$ cat src/rtl/opow_pkg.sv
// Shared definitions for the oBTC matrix-multiply controller and result packer.
package opow_pkg;
  localparam int unsigned N_ROWS = 64;
  localparam int unsigned NIB_W  = 4;
  localparam int unsigned HASH_W = N_ROWS * NIB_W;

  typedef enum logic [1:0] {IDLE, PACK, EMIT} packer_state_t;
endpackage

$ cat src/rtl/opow_nibble_pack.sv
// Combinational reduction of PE results to nibbles, packed into one word.
// Optional HeavyHash final XOR controlled by OPOW_HASH_XOR_EN.
module opow_nibble_pack
  import opow_pkg::*;
#(
  parameter int unsigned PROD_W = 14,
  parameter int unsigned SHIFT  = 10
) (
  input  logic [N_ROWS*PROD_W-1:0] i_prod,
  input  logic [HASH_W-1:0]        i_hash,
  output logic [HASH_W-1:0]        o_result
);

  logic [HASH_W-1:0] w_nib;
  logic              w_unused_low;

  // Bits below SHIFT are discarded by design; fold them into a sink.
  always_comb begin
    w_nib        = '0;
    w_unused_low = 1'b0;
    for (int unsigned r = 0; r < N_ROWS; r++) begin
      w_nib[r*NIB_W +: NIB_W] = i_prod[r*PROD_W + SHIFT +: NIB_W];
      w_unused_low            = w_unused_low ^ (^i_prod[r*PROD_W +: SHIFT]);
    end
  end

`ifdef OPOW_HASH_XOR_EN
  assign o_result = w_nib ^ i_hash;
`else
  logic w_unused_hash;
  assign w_unused_hash = ^i_hash;
  assign o_result      = w_nib;
`endif

endmodule

$ cat src/rtl/opow_result_packer.sv
// Captures PE results, packs them to a nibble word and streams it as OUT_W beats.
// OPOW_HASH_XOR_EN enables the hash XOR and the hash capture register.
module opow_result_packer
  import opow_pkg::*;
#(
  parameter int unsigned PROD_W = 14,
  parameter int unsigned SHIFT  = 10,
  parameter int unsigned OUT_W  = 32
) (
  input  logic                     clk,
  input  logic                     rst,
  input  logic                     prod_valid,
  input  logic [N_ROWS*PROD_W-1:0] prod,
  input  logic [HASH_W-1:0]        hash_in,
  output logic                     busy,
  output logic                     ovf,
  output logic                     out_valid,
  input  logic                     out_ready,
  output logic [OUT_W-1:0]         out_data,
  output logic                     out_last
);

  localparam int unsigned BEATS = HASH_W / OUT_W;
  localparam int unsigned CNT_W = (BEATS > 1) ? $clog2(BEATS) : 1;
  localparam logic [CNT_W-1:0] LAST_BEAT = CNT_W'(BEATS - 1);

  packer_state_t            r_state;
  logic [N_ROWS*PROD_W-1:0] r_prod;
  logic [HASH_W-1:0]        r_result;
  logic [CNT_W-1:0]         r_beat_cnt;
  logic                     r_busy;
  logic                     r_ovf;
  logic                     r_out_valid;
  logic                     r_out_last;
  logic [OUT_W-1:0]         r_out_data;

  logic [HASH_W-1:0]        w_hash;
  logic [HASH_W-1:0]        w_result;
  logic [CNT_W-1:0]         w_next_cnt;
  logic                     w_hs;

`ifdef OPOW_HASH_XOR_EN
  logic [HASH_W-1:0] r_hash;
  always_ff @(posedge clk or negedge rst) begin
    if (!rst) begin
      r_hash <= '0;
    end else if (prod_valid && r_state == IDLE) begin
      r_hash <= hash_in;
    end
  end
  assign w_hash = r_hash;
`else
  logic w_unused_hash_in;
  assign w_unused_hash_in = ^hash_in;
  assign w_hash           = '0;
`endif

  opow_nibble_pack #(
    .PROD_W (PROD_W),
    .SHIFT  (SHIFT)
  ) u_pack (
    .i_prod   (r_prod),
    .i_hash   (w_hash),
    .o_result (w_result)
  );

  assign w_hs       = r_out_valid && out_ready;
  assign w_next_cnt = r_beat_cnt + 1'b1;

  // out_data is preloaded one beat ahead so every output stays a plain register.
  always_ff @(posedge clk or negedge rst) begin
    if (!rst) begin
      r_state     <= IDLE;
      r_prod      <= '0;
      r_result    <= '0;
      r_beat_cnt  <= '0;
      r_busy      <= 1'b0;
      r_ovf       <= 1'b0;
      r_out_valid <= 1'b0;
      r_out_last  <= 1'b0;
      r_out_data  <= '0;
    end else begin
      if (prod_valid && r_state != IDLE) begin
        r_ovf <= 1'b1;
      end
      case (r_state)
        IDLE: begin
          if (prod_valid) begin
            r_prod  <= prod;
            r_busy  <= 1'b1;
            r_state <= PACK;
          end
        end
        PACK: begin
          r_result    <= w_result;
          r_beat_cnt  <= '0;
          r_out_valid <= 1'b1;
          r_out_data  <= w_result[OUT_W-1:0];
          r_out_last  <= (BEATS == 1);
          r_state     <= EMIT;
        end
        EMIT: begin
          if (w_hs) begin
            if (r_beat_cnt == LAST_BEAT) begin
              r_out_valid <= 1'b0;
              r_out_last  <= 1'b0;
              r_busy      <= 1'b0;
              r_state     <= IDLE;
            end else begin
              r_beat_cnt <= w_next_cnt;
              r_out_data <= r_result[w_next_cnt*OUT_W +: OUT_W];
              r_out_last <= (w_next_cnt == LAST_BEAT);
            end
          end
        end
        default: r_state <= IDLE;
      endcase
    end
  end

  assign busy      = r_busy;
  assign ovf       = r_ovf;
  assign out_valid = r_out_valid;
  assign out_last  = r_out_last;
  assign out_data  = r_out_data;

endmodule

$ cat config.mk
export PLATFORM = sky130hd
export DESIGN_NAME = opow_result_packer
export DESIGN_NICKNAME = d
export VERILOG_FILES = /design/src/rtl/opow_pkg.sv /design/src/rtl/opow_nibble_pack.sv /design/src/rtl/opow_result_packer.sv
export SDC_FILE = /design/constraint.sdc
export NUM_CORES = 1
export LEC_CHECK = 0
export ABC_AREA = 1
export BUFFER_PORTS_ARGS = -buffer_cell sky130_fd_sc_hd__buf_2
export CORE_AREA = 3 3 469 471
export CTS_CLUSTER_SIZE = 25
export DETAILED_ROUTE_END_ITERATION = 8
export DIE_AREA = 0 0 472 474
export PLACE_DENSITY = 0.43
export SETUP_SLACK_MARGIN = 0.5
export SLEW_MARGIN = 20
export SYNTH_ARGS = -nofsm -noshare
export SYNTH_HDL_FRONTEND = slang
export SYNTH_HIERARCHICAL = 1
export SYNTH_SLANG_ARGS = --single-unit
$ cat constraint.sdc
create_clock -name clk -period 1.8 [get_ports clk]
set_input_delay 0.18 -clock clk [delete_from_list [all_inputs] [get_ports clk]]
set_output_delay 0.18 -clock clk [all_outputs]
set_load 0.01 [all_outputs]
Word level (Yosys, flattened, before mapping)
Cells that the tools add are included.
{"block": "op_classes", "reduce_logical": 12, "addsub": 1, "n_eq_ne": 8, "n_shift": 1, "muxes": 18}
{"op": "indexed part select 256 x 9 -> 32 bit", "count": 1}
{"op": "two-way mux 32 bit", "count": 2}
{"op": "one-hot mux 32 bit (2 select lines)", "count": 1}
{"op": "AND reduction 3 bit", "count": 3}
{"op": "!= test 2 bit, second input constant", "count": 4}
{"op": "== test 3 bit, second input constant", "count": 2}
{"op": "two-way mux 2 bit", "count": 3}
{"op": "two-way mux 3 bit", "count": 2}
{"op": "one-hot mux 1 bit (2 select lines)", "count": 3}
{"op": "one-hot mux 2 bit (3 select lines)", "count": 1}
{"op": "one-hot mux 3 bit (2 select lines)", "count": 1}
{"op": "nonzero test 2 bit", "count": 3}
{"op": "two-way mux 1 bit", "count": 5}
{"op": "AND reduction 2 bit", "count": 2}
{"op": "AND reduction 4 bit", "count": 1}
{"op": "adder 3 x 1 -> 3 bit, second input constant", "count": 1}
{"op": "== test 2 x 1 -> 1 bit, second input constant", "count": 1}
{"op": "== test 2 bit, second input constant", "count": 1}
{"op": "logical AND 1 bit", "count": 2}
{"op": "zero test 2 bit", "count": 1}
{"block": "totals", "input_bits": 1156, "out_inout_bits": 36, "word_cells": 49, "register_bits": 1193}

Logic depth before layout (Yosys ltp)
Gate-level depths: netlist of the first run.
{"block": "depth", "word_depth": 5, "ltp_mapped": 11, "ltp_nobuf": 9}

Hierarchy
Netlist of the first run, hierarchy kept.
{"module": "opow_result_packer", "seq_area_each_um2": 29853.6, "cells_each": 3701, "area_each_um2": 48107.4, "n_inst": 1}
{"module": "opow_nibble_pack", "seq_area_each_um2": 0.0, "cells_each": 256, "area_each_um2": 1921.8, "n_inst": 1}

Least setup slack after synthesis of the first run
No wires, ideal clock.
{"block": "synth_timing", "path_kind": "reg2reg", "startpoint": "register r_beat_cnt[0]", "endpoint": "register r_out_data[2] (netlist: out_data[2])", "path_slack_ns": -0.119, "t_arrival_ns": 1.797, "period_less_slack_ns": 1.919, "n_path_buf": 4, "required_ns": 1.678, "setup_time_ns": 0.122, "stages_incl_launch_ff": 11, "path_cell_list": "dfrtp_1 inv_2 buf_2 buf_2 ha_1 buf_2 inv_1 clkbuf_1 nand3_1 nand3_1 a21oi_1"}
{"block": "synth_between", "elab_chain_cells": 5, "word_cells_on_any_way": 8, "classes_between": "add/sub: 1; eq/ne: 2; shift: 1; mux: 3; reduce/logical: 1"}
{"element": "start: declaration", "line": "opow_result_packer.sv:30", "rtl": "logic [CNT_W-1:0] r_beat_cnt;"}
{"element": "start signal: assignment", "line": "opow_result_packer.sv:110", "rtl": "r_beat_cnt <= w_next_cnt;"}
{"element": "adder 3 x 1 -> 3 bit", "line": "opow_result_packer.sv:68", "rtl": "assign w_next_cnt = r_beat_cnt + 1'b1;"}
{"element": "indexed part select 256 x 9 -> 32 bit", "line": "opow_result_packer.sv:111", "rtl": "r_out_data <= r_result[w_next_cnt*OUT_W +: OUT_W];"}
{"element": "two-way mux 32 bit", "line": "opow_result_packer.sv:104", "rtl": "if (r_beat_cnt == LAST_BEAT) begin"}
{"element": "two-way mux 32 bit", "line": "opow_result_packer.sv:103", "rtl": "if (w_hs) begin"}
{"element": "one-hot mux 32 bit (2 select lines)", "line": "opow_result_packer.sv:86", "rtl": "case (r_state)"}
{"element": "end signal: assignment", "line": "opow_result_packer.sv:98", "rtl": "r_out_data <= w_result[OUT_W-1:0];"}
{"element": "end signal: assignment", "line": "opow_result_packer.sv:111"}
{"element": "end: declaration", "line": "opow_result_packer.sv:35", "rtl": "logic [OUT_W-1:0] r_out_data;"}
Parallel ways exist; a longest one is shown, timed or not. The select of a mux whose other input is x is not followed.
A chain may end at the register's enable or synchronous reset.

Worst setup path in the final report of the first run
{"block": "layout_timing", "startpoint": "register r_beat_cnt[0]", "endpoint": "register r_out_data[10] (netlist: out_data[10])"}
Same word-level chain as after synthesis.

==> key figures, run 1 <==
Status
  – Status: finished with violations
  – Failing checks: hold timing, setup timing

Layout
  – Fin nets: 4333
  – Area Overhead vs Synth: 62.4%
  – Final instance area: approximately 42000 um2
  – Ratio of cells with drive above 1 in the final layout: a little under half

Placement
  – GP Congestion: roughly 0.76
  – Post-Place Cell Area: 29700 um2
  – Detailed placer's ending HPWL: about 82 mm
  – Port Buffer Count: approximately 300

Yosys
  – Cell Area, Synth: approximately 26000 um2
  – Synthesis warning total: 6
  – Post-synthesis cell count: between 2k and 3k
  – Syn nets: between 3k and 4k
  – Synthesized area per cell: between 9 and 10 um2

GRT
  – Total grt overflow: 0
  – GRT Total Usage: about a tenth
  – Largest net degree at the start of global routing: 63
  – M1 GR Usage: 13.6%
  – Met2 Use GR: 15.4%
  – Antenna violations before repair: between 80 and 90
  – Met3 Usage GRT: 2.31%
  – Vias in the first global route: about 20k
  – GRT Max-Usage Layer: met2
  – First-pass GRT wire length: about 160 mm

Detailed routing
  – Vias per cell: ~3.4
  – DR iter-0 viols: around 1.1k
  – # DRC: 0
  – WL final: 122 mm
  – Post-route ant nets: 0
  – Vias post-DR: approximately 20k
  – Detailed Routing Iterations Pass 1: 5
  – Routed length per instance: between 15 and 20 um

Worst setup path
  – Crit start category: register
  – CP arrival: ~2600 ps
  – Crit-path max FO: 8
  – Crit Path Category: reg2reg
  – CP required: approximately 2400 ps
  – CP Capture Type: register

CTS
  – Number of sinks on the clock net: about 550
  – CTS buffer count: 70
  – Clk slew on worst S/H paths: 60 ps
  – CTS root buf: clkbuf_16
  – Worst skew pair latency: roughly 700 ps
  – Hold_buf cts: 259
  – H-tree levels: 3
  – TritonCTS clock tree: built
  – Longest Clk Path Bufs: 3

Power
  – Worst IR Drop VDD: around 1.2 mV
  – Power density cells: ~1900 nW/um2
  – Leak: between 0.015 and 0.02 uW

Run
  – Max Cap Viol: 0

Timing
  – Fin crit period: 2040 ps
  – Hold Vio Cnt, Final: 17
  – Fmax: 491 MHz
  – Max Slew Vio Count: 0
  – Final Worst Setup Slack: -236 ps
  – Final setup vio count: around 240
  – Hold slack final: -24.6 ps
  – Slew at the pin with the worst max-slew slack: ~530 ps
  – Rel. slew slack: between 60 and 70%
  – Unrepaired setup endpoints after global routing: yes
  – Clock Skews: about 70 ps
  – Tcrit/Tclk final: 113%

Hold path
  – Hold crit path type: in2async

Floorplanning
  – Die Height: approximately 470 um
  – Die Wd: 472 um
  – Rows: 171
  – Initial Util: 12.1%
  – I/O pin count: between 1k and 1.5k
  – Die Area: approximately 220000 um2
  – Core area: 217000 um2
==> worst paths after layout <==
check | startpoint | endpoint | slack [ps] | cells past startpoint
worst max-delay path | r_beat_cnt[0]$_DFFE_PN0P_ | out_data[10]$_DFFE_PN0P_ | -240 | 7
max in group asynchronous | rst | r_prod[293]$_DFFE_PN0P_ | 860 | 4
worst min register to register | r_prod[797]$_DFFE_PN0P_ | r_result[227]$_DFFE_PN0N_ | 470 | 2
min in group clk | prod[237] | r_prod[237]$_DFFE_PN0P_ | 270 | 3
worst max register to register | r_beat_cnt[0]$_DFFE_PN0P_ | out_data[10]$_DFFE_PN0P_ | -240 | 7
worst min-delay path | rst | r_prod[234]$_DFFE_PN0P_ | -20 | 2
==> report_power, final <==
part | switching, uW | internal (uW) | leakage, uW
Combinational | 21900 | 22000 | 0.0117
Clock | 5960 | 8410 | 0.00115
Sequential | 4370 | 18700 | 0.00665
==> repair_timing <==
item,in CTS,in global routing
hold endpoints to repair,672,23
gates cloned,41,60
gates resized for setup,332,1077
pin swaps,39,94
buffers inserted,39,66
setup endpoints to repair,585,588
==> placed cells by master (no fill, tap or decap), drive strengths merged <==
cell type	count
buf	593
dfrtp	553
nand2	521
inv	271
o21ai	262
dlygate4sd3	259
mux2	256
nand3	225
clkbuf	139
a21oi	69
nor2	39
diode	21
clkinv	16
ha	8
bufinv	4
a21o	1
==> per-layer routing <==
metal,part of all wire [%],vias up
li1,-,9332
met5,0.11,-
met1,47,10236
met4,3.2,20
met2,45,639
met3,5.3,219
==> sequential cells by signal, summed over array words and instances (netlist names) <==
register	count
out_valid	1
out_data	32
r_state	2
busy	1
ovf	1
out_last	1
r_beat_cnt	3
r_result	256
r_prod	256
==> worst max-delay path: stages, from the launching register on <==
cell	delay, ps
dfrtp_4	490
ha_4	170
ha_4	340
buf_12	180
nand3_1	300
nand3_2	230
nand3_1	80
a21oi_1	160
==> cell type report <==
| cell class | instances | area (um2) |
|---|---|---|
| clock buffer | 96 | 1990 |
| fill | 23639 | 174000 |
| sequential | 553 | 13800 |
| timing repair buffer | 895 | 10300 |
| inverter | 268 | 1030 |
| multi-input combinational | 1381 | 11300 |
| tap | 2854 | 3570 |
| antenna | 21 | 52.6 |
| clock inverter | 23 | 364 |
==> per-stage QoR <==
stage | util (%) | TNS [ps] | power [uW] | setup WS (ps) | std cells
2_1_floorplan | - | 0 | 40900 | 254 | 2663
3_3_place_gp | 13.7 | -7540 | 46800 | -434 | 5486
3_5_place_dp | 13.7 | -7180 | 47000 | -384 | 5486
4_1_cts | 17.4 | -5020 | 69600 | -218 | 5944
5_1_grt | 19.6 | -20290 | 86000 | -282 | 6075
6_report | 19.6 | -8730 | 81400 | -236 | 6091
(Power assumes the default switching activity.)
==> run 2: changes to the inputs <==
Settings changed: SKIP_LAST_GASP set to 1.
==> key figures, run 2 (synthesized netlist as in run 1, its figures left out) <==
Detailed routing
  – Detailed Routing Iterations Pass 1: 5 (unchanged)
  – # DRC: 0 (unchanged)
  – WL final: 121 mm (about the same)
  – DR iter-0 viols: 1248 (+9.6%)
  – Routed length per instance: 19.9 um (about the same)
  – Vias post-DR: 20.4k (-0.064%)
  – Vias per cell: 3.36 (about the same)
  – Post-route ant nets: 0 (unchanged)

CTS
  – CTS buffer count: 70 (unchanged)
  – TritonCTS clock tree: built
  – CTS root buf: clkbuf_16
  – H-tree levels: 3 (unchanged)
  – Worst skew pair latency: 680 ps (about the same)
  – Number of sinks on the clock net: 553 (unchanged)
  – Longest Clk Path Bufs: 3 (unchanged)
  – Clk slew on worst S/H paths: 60 ps (about the same)

Power
  – Power density cells: 1910 nW/um2 (-0.12%)
  – Clk pwr share: 17.8% (about the same)
  – Worst IR Drop VDD: 1.12 mV (-4.6%)
  – Power Internal: 48600 uW (-1.0%)
  – Leak: 0.0193 uW (-1.1%)
  – Final Power: 80700 uW (-0.88%)
  – Sw frac: 39.7% (+0.079 points)
  – Logic pwr share: 53.6% (-0.4 points)
  – Total net switching power: 32000 uW (-0.68%)
  – Sequential power share: 28.5% (about the same)

Layout
  – Most frequent cells in the layout: dfrtp_1 (547), nand2_1 (290), buf_2 (268), dlygate4sd3_1 (261), inv_1 (260)
  – Ratio of cells with drive above 1 in the final layout: 47.0% (-0.62 points)
  – Area Overhead vs Synth: 61.1%
  – Fin nets: 4333 (unchanged)
  – # fillers: 23.7k (+0.12%)
  – Commonest non-fill, non-tap cell in the layout: dfrtp_1

Worst setup path
  – CP required: 2380 ps (-20 ps)
  – RR Endpoint: out_data[24]$_DFFE_PN0P_
  – FF-to-FF Start: r_beat_cnt[0]$_DFFE_PN0P_
  – R2R setup slack: -230 ps (about the same)
  – Worst reg-to-reg path cell count: 9 (+2)
  – Crit Path Category: reg2reg
  – Crit-path max FO: 8 (unchanged)
  – Crit start category: register
  – CP arrival: 2610 ps (-30 ps)
  – CP Capture Type: register

Placement
  – Setup WS pre-CTS: -384 ps (unchanged)
  – Port Buffer Count: 295 (unchanged)
  – GP Congestion: 0.763 (unchanged)
  – Detailed placer's ending HPWL: 82.4 mm (unchanged)

Floorplanning
  – Die Area: 224000 um2 (unchanged)
  – Die Height: 474 um (unchanged)
  – Initial Util: 12.1% (unchanged)
  – I/O pin count: 1192 (unchanged)
  – Core area: 217000 um2 (unchanged)
  – Rows: 171 (unchanged)
  – Die Wd: 472 um (unchanged)

GRT
  – Vias in the first global route: 20.1k (-0.33%)
  – Antenna violations before repair: 86 (+4.9%)
  – Largest net degree at the start of global routing: 63 (unchanged)
  – Total grt overflow: 0 (unchanged)
  – First-pass GRT wire length: 157 mm (-0.40%)
  – GRT Total Usage: 9.87% (-0.044 points)

Timing
  – Tcrit/Tclk final: 113% (-0.19 points)
  – Max Slew Vio Count: 0 (unchanged)
  – Hold Vio Cnt, Final: 0 (-17)
  – Fin crit period: 2030 ps (-3.44 ps)
  – Unrepaired setup endpoints after global routing: yes
  – Final setup vio count: 253 (+5.9%)
  – Rel. slew slack: 45.8% (-19 points)
  – Slew at the pin with the worst max-slew slack: 810 ps (+283 ps)
  – Clock Skews: 77.8 ps (+6.58 ps)
  – Fmax: 492 MHz (+0.17%)
  – Final Worst Setup Slack: -232 ps (+3.44 ps)

Run
  – Max Cap Viol: 0 (unchanged)

Status
  – Failing checks: setup timing
  – Status: finished with violations

Hold path
  – Hold crit path type: in2async
[run 2: metal layers]
layer | global-route usage [%] | vias to the layer above | share of wire, %
li1 | - | 9338 | -
met1 | 13.6 | 10253 | 46
met2 | 15.4 | 606 | 45
met3 | 2.27 | 216 | 5.3
met4 | 2.68 | 20 | 3.1
met5 | 0 | - | 0.11
[run 2: area by class of cell]
cell class              count  area [um2]  share of cell area (%)
diodes                     20        50.0                   0.119
clock buffers              96        1990                    4.72
clock inverters            23         364                   0.864
inverters                 268        1030                    2.44
multi-input cells        1381       11100                    26.3
flip-flops and latches    553       13800                    32.8
well taps                2854        3570                    8.47
repair buffers            895       10200                    24.3
[run 2: critical path, stage by stage (launching register included)]
cell     delay (ps)
dfrtp_4         490
ha_4            170
ha_4            340
buf_12          180
buf_16          180
nand3_2          90
nand3_2          80
buf_6           160
nand3_2          80
a21oi_2         130
[run 2: metrics by stage]
| stage | setup TNS (ps) | utilization [%] | cell area [um2] | std cells | hold WS, ps |
|---|---|---|---|---|---|
| 6_report | -10180 | 19.5 | 42200 | 6090 | 105 |
| 5_1_grt | -20980 | 19.5 | 42100 | 6074 | 105 |
| 4_1_cts | -5410 | 17.3 | 37500 | 5944 | -89.0 |
| 3_5_place_dp | -7180 | 13.7 | 29700 | 5486 | 75.6 |
| 3_3_place_gp | -7540 | 13.7 | 29700 | 5486 | 71.2 |
| 2_1_floorplan | 0 | - | 26400 | 2663 | -116 |
[run 2: power by group through the flow]
stage / sequential [uW] / clock (uW) / combinational, uW
detailed placement: 22000 / 0 / 25000
finish: 23000 / 14400 / 43300
global route: 23600 / 15300 / 46300
floorplan: 20900 / 0 / 20000
global placement: 21900 / 0 / 24900
CTS: 21900 / 14800 / 32500
[run 2: how the worst max path moves through the flow]
stage / startpoint / endpoint / slack [ps] / cells past startpoint
2_1_floorplan: r_beat_cnt[0]$_DFFE_PN0P_ / out_data[2]$_DFFE_PN0P_ / 250 / 9
4_1_cts: r_beat_cnt[0]$_DFFE_PN0P_ / out_data[2]$_DFFE_PN0P_ / -220 / 8
6_report: r_beat_cnt[0]$_DFFE_PN0P_ / out_data[24]$_DFFE_PN0P_ / -230 / 9
3_5_place_dp: r_beat_cnt[0]$_DFFE_PN0P_ / out_data[3]$_DFFE_PN0P_ / -380 / 8
3_3_place_gp: r_beat_cnt[0]$_DFFE_PN0P_ / out_data[26]$_DFFE_PN0P_ / -430 / 8
5_1_grt: r_beat_cnt[0]$_DFFE_PN0P_ / out_data[12]$_DFFE_PN0P_ / -280 / 9
[run 2: repair_timing]
action	CTS	global route
pin swaps	37	95
endpoints found under the setup margin	585	588
hold buffers	259	2
gates cloned	41	59
hold endpoints to repair	672	17
setup buffers	39	65
gates resized for setup	289	1025
